### config.mk
export PLATFORM = sky130hd
export DESIGN_NAME = perf_event_collector
export DESIGN_NICKNAME = d
export VERILOG_FILES = /design/src/rtl/perf_event_collector.sv
export SDC_FILE = /design/constraint.sdc
export NUM_CORES = 2
export LEC_CHECK = 0
export CORE_UTILIZATION = 46
export DETAILED_ROUTE_END_ITERATION = 8
export HOLD_SLACK_MARGIN = 0.05
export PLACE_DENSITY = 0.74
export RECOVER_POWER = 25
export SYNTH_ARGS = -nofsm -noshare
export SYNTH_HDL_FRONTEND = slang
export SYNTH_SLANG_ARGS = --single-unit
### constraint.sdc
create_clock -name clk -period 118.3 [get_ports clk]
set_input_delay 23.66 -clock clk [delete_from_list [all_inputs] [get_ports clk]]
set_output_delay 23.66 -clock clk [all_outputs]
set_load 0.02 [all_outputs]
### src/rtl/perf_event_collector.sv
// Per-event saturating performance counters with a snapshot-and-drain stream.
// Counting never pauses; a dump freezes a copy of every counter and sends the copy out one index per beat.
module perf_event_collector #(
  parameter int  EVENT_NUM = 16,
  parameter int  CNT_WIDTH = 32,
  localparam int IDX_WIDTH = $clog2(EVENT_NUM)
) (
  input  logic                 clk,
  input  logic                 rst,
  input  logic [EVENT_NUM-1:0] event_i,
  input  logic                 clear_req,
  input  logic                 dump_req,
  output logic                 out_valid,
  input  logic                 out_ready,
  output logic [IDX_WIDTH-1:0] out_idx,
  output logic [CNT_WIDTH-1:0] out_cnt,
  output logic [63:0]          out_cycle,
  output logic                 out_last,
  output logic                 busy,
  output logic [63:0]          cycle_cnt
);

  typedef enum logic [0:0] {
    ST_IDLE = 1'b0,
    ST_SEND = 1'b1
  } state_t;

  localparam logic [IDX_WIDTH-1:0] LAST_IDX = IDX_WIDTH'(EVENT_NUM - 1);
  localparam logic [CNT_WIDTH-1:0] CNT_MAX  = {CNT_WIDTH{1'b1}};

  state_t               state_q, state_d;
  logic [IDX_WIDTH-1:0] ptr_q, ptr_d;
  logic                 snap_load;
  logic [CNT_WIDTH-1:0] cnt_q  [EVENT_NUM];
  logic [CNT_WIDTH-1:0] cnt_d  [EVENT_NUM];
  logic [CNT_WIDTH-1:0] snap_q [EVENT_NUM];

  always_ff @(posedge clk or posedge rst) begin
    if (rst) begin
      cycle_cnt <= '0;
    end else begin
      cycle_cnt <= cycle_cnt + 64'd1;
    end
  end

  // A clear wins over a same-cycle event; a full counter holds instead of wrapping.
  always_comb begin
    for (int i = 0; i < EVENT_NUM; i++) begin
      cnt_d[i] = cnt_q[i];
      if (clear_req) begin
        cnt_d[i] = '0;
      end else if (event_i[i] && (cnt_q[i] != CNT_MAX)) begin
        cnt_d[i] = cnt_q[i] + CNT_WIDTH'(1);
      end
    end
  end

  always_ff @(posedge clk or posedge rst) begin
    if (rst) begin
      for (int i = 0; i < EVENT_NUM; i++) begin
        cnt_q[i]  <= '0;
        snap_q[i] <= '0;
      end
      out_cycle <= '0;
    end else begin
      for (int i = 0; i < EVENT_NUM; i++) begin
        cnt_q[i] <= cnt_d[i];
        if (snap_load) begin
          snap_q[i] <= cnt_q[i];
        end
      end
      if (snap_load) begin
        out_cycle <= cycle_cnt;
      end
    end
  end

  always_ff @(posedge clk or posedge rst) begin
    if (rst) begin
      state_q <= ST_IDLE;
      ptr_q   <= '0;
    end else begin
      state_q <= state_d;
      ptr_q   <= ptr_d;
    end
  end

  // Stream: a beat transfers on a cycle where out_valid && out_ready; once
  // out_valid rises it stays high with idx/cnt/last/cycle frozen until that
  // transfer happens, and the source never withdraws a beat.
  always_comb begin
    state_d   = state_q;
    ptr_d     = ptr_q;
    snap_load = 1'b0;
    out_valid = 1'b0;
    busy      = 1'b0;
    out_idx   = '0;
    out_cnt   = '0;
    out_last  = 1'b0;
    case (state_q)
      ST_IDLE: begin
        if (dump_req) begin
          snap_load = 1'b1;
          ptr_d     = '0;
          state_d   = ST_SEND;
        end
      end
      ST_SEND: begin
        out_valid = 1'b1;
        busy      = 1'b1;
        out_idx   = ptr_q;
        out_cnt   = snap_q[ptr_q];
        out_last  = (ptr_q == LAST_IDX);
        if (out_ready) begin
          if (ptr_q == LAST_IDX) begin
            ptr_d   = '0;
            state_d = ST_IDLE;
          end else begin
            ptr_d = ptr_q + IDX_WIDTH'(1);
          end
        end
      end
      default: state_d = ST_IDLE;
    endcase
  end

endmodule
==> impl_metrics.yaml <==
drt:
  avgRoutedWirePerCell_um: 22.41
  detailedRoute.firstPassIterationCount: 6
  route.antenna.remaining_nets: 0
  route.detailed.drc: 0
  route.vias.total: 42340
  post_drt_via_cell_ratio: 6.251
  postRouteWirelength_um: 151800
  drt_iter0_drc: 4826
critical_path:
  worst-r2r-cell-count: 7
  critical_path_class: "in2async"
  critical_path.startpoint_type: "primary input"
  path_max_fanout: 172
  critPathCaptureType: "async pin"
  cp_data_arrival_time_ns: 36.49
  critPathRequiredTime_ns: 119.03
place:
  postPlaceCellArea_um2: 59730
  detailedPlace.worstSlack_ns: 89.64
  port-buffer-count: 187
  routabilityCongestion: 0.9498
  hpwl_after_detailed_placement_um: 105500
pwr:
  p_leak_nw: 26.94
  irDropWorstVdd_uv: 21.23
  finalPower_mw: 0.9734
  power_per_cell_area_nw_per_um2: 15.23
floorplanning:
  floorplan.core_area_um2: 121700
  initial_utilization: 0.4637
  ioPinCount: 188
  floorplan.die.height_um: 352.3
  die_area_um2: 124100
  floorplan.die.width_um: 352.3
  placementRows: 128
yosys:
  synth_area_leaders: "sky130_fd_sc_hd__dfrtp_1 (51%), sky130_fd_sc_hd__mux2_2 (11%), sky130_fd_sc_hd__mux4_2 (6.4%), sky130_fd_sc_hd__a21oi_1 (2.8%), sky130_fd_sc_hd__o21ai_0 (2.3%)"
  mappedNetlistNets: 4988
  synth_top_area_frac: 0.5130
  ys.flop_type: "sky130_fd_sc_hd__dfrtp_1"
  synthDominantAreaCellType: "sky130_fd_sc_hd__dfrtp_1"
  synthCells: 4949
  mappedNetlistArea_um2: 56440
  synth_enable_flop_cells: 0
  yosysWarningCount: 0
  synth_cell_type_count: 78
  synth-seq-cells: 1157
  async_flop_share: 1.000
  post_synthesis_area_per_instance_um2: 11.40
  synth.yosys.seq_area_share: 0.5130
layout:
  utilization: 0.5250
  layout.nets: 5082
  fillers: 10470
  finalInstanceArea_um2: 63900
  drive_gt1_frac: 0.1933
  layout_commonest_cell: "sky130_fd_sc_hd__dfrtp_1"
  layout_common_cells: "sky130_fd_sc_hd__dfrtp_1 (1,154), sky130_fd_sc_hd__mux2_2 (544), sky130_fd_sc_hd__a21oi_1 (321)"
  area.growth.synth_to_final_pct: 13.21
clock_tree:
  cts.clk_slew.worst_paths_ns: 0.06
  clockBufferDepth: 3
  cts_tree: "built"
  clk-insertion-delay-late_ns: 0.74
  cts_root_buffer: "sky130_fd_sc_hd__clkbuf_16"
  number_of_h_tree_branching_levels: 3
  cts.sink_count: 1157
  tritoncts.num_buffers: 118
  cts_setup_buffers: 0
  ctsResizeCount: 0
  cts_hold_buf: 0
grt:
  global_routing_usage_summed_across_all_routing_layers: 0.2430
  first_global_vias: 40300
  antenna_violations_before_repair: 13
  grt_first_pass_wirelength_um: 238500
  largest_net_degree_at_the_start_of_global_routing: 173
  global_route_congestion_overflow_total: 0
timing:
  timing.final.max_slew_violations: 1025
  final.min_clock_period_ns: 35.76
  timing.final.ws_setup_ns: 82.54
  setup_tns_ns: 0
  slew_headroom: -5.023
  portion_of_the_clock_cycle_consumed_by_the_worst_path_in_the_final_layout: 0.3022
  hold_violations: 0
  rsz0062_at_grt: "no"
  setup_viol: 0
  max_freq_ghz: 0.02797
  skew_ns: 0.05009
  timing_worst_slew_pin_value_ns: 9.034
run:
  cap_viol_max_count: 12
min_path:
  min-delay-path-class: "reg2reg"
  hold_path_depth: 2
status:
  outcome: "finished with violations"
  failing_checks: "capacitance limit, slew limit"
[stage by stage]
step | std cells | hold WS [ns]
final | 6773 | 0.4781
after global routing | 6768 | 0.4990
after CTS | 6767 | 0.4831
after detailed placement | 6547 | 0.4691
after global placement | 6547 | 0.4623
after floorplan | 4949 | 0.4446
[synth_stat cells, drive strengths merged (5+ instances only)]
cell	number
nor3b	5
and4	78
nand2b	5
or3	186
inv	89
or2	14
mux2	544
o211ai	22
nand3b	6
o41ai	7
buf	67
a211oi	14
nor2b	31
xor2	82
nand3	204
nand4	179
o21a	11
a31oi	17
nor2	260
o31a	7
nor3	70
nand2	296
o21ai	263
o31ai	123
mux2i	16
mux4	160
and2	66
nor4b	6
clkbuf	190
a21oi	321
or4	122
ha	18
o311ai	13
or4b	5
a2111oi	9
a311oi	8
xnor2	98
nor4	66
o2111ai	11
a21o	5
dfrtp	1157
and3	65
[report_power, final]
group | leakage [nW] | switching, mW | internal, mW | total [mW]
Combinational | 8.82 | 0.0775 | 0.0581 | 0.136
Clock | 2.08 | 0.165 | 0.241 | 0.405
Sequential | 16.0 | 0.0178 | 0.415 | 0.432
Total | 26.9 | 0.260 | 0.713 | 0.973
[path summary, 6_finish.rpt]
path	start	to	slack, ns
setup / recovery	rst	snap_q[328]$_DFFE_PP0P_	82.54
hold / removal	out_cycle[62]$_DFFE_PP0P_	out_cycle[62]$_DFFE_PP0P_	0.48
setup reg to reg	state_q$_DFF_PP0_	snap_q[215]$_DFFE_PP0P_	106.33
hold reg to reg	out_cycle[62]$_DFFE_PP0P_	out_cycle[62]$_DFFE_PP0P_	0.48
max in group clk	dump_req	snap_q[215]$_DFFE_PP0P_	83.74
min in group asynchronous	rst	cnt_q[182]$_DFFE_PP0P_	25.13
[cells by family after synthesis]
group,synth area share
flip-flops,0.5130
buffers and inverters,0.02452
AO/OA/AOI/OAI,0.09140
AND/OR/NAND/NOR,0.1640
adder cells (fa/ha/maj),0.003990
multiplexers,0.1752
XOR/XNOR,0.02793
[cell type report]
cell class                      instances  area, um2  share of cell area
Sequential cell                      1157      28960              0.4533
Clock buffer                          171       3453             0.05405
Inverter                               89      335.3            0.005248
Tap cell                             1625       2033             0.03182
Timing Repair Buffer                  231       2191             0.03429
Multi-Input combinational cell       3446      26110              0.4086
Antenna cell                            5      12.51           0.0001958
Clock inverter                         49      800.8             0.01253
[critical path: stages]
cell and delay (ns):
sky130_fd_sc_hd__dlygate4sd3_1 0.55, sky130_fd_sc_hd__clkinvlp_2 3.09, sky130_fd_sc_hd__clkbuf_1 6.51, sky130_fd_sc_hd__buf_4 1.54, sky130_fd_sc_hd__buf_4 0.78
[registers in the layout, indices dropped and copies added (netlist names)]
name,count
state_q,1
cycle_cnt,64
out_cycle,64
snap_q,512
ptr_q,4
cnt_q,512
[layer usage]
| layer | global-route usage | part of all wire |
|---|---|---|
| met1 | 0.3406 | 0.42 |
| met3 | 0.06116 | 0.091 |
| met2 | 0.3671 | 0.45 |
| met4 | 0.08504 | 0.035 |
| met5 | 0 | 0.00018 |
Note: power is estimated with default switching activity, not from simulation.
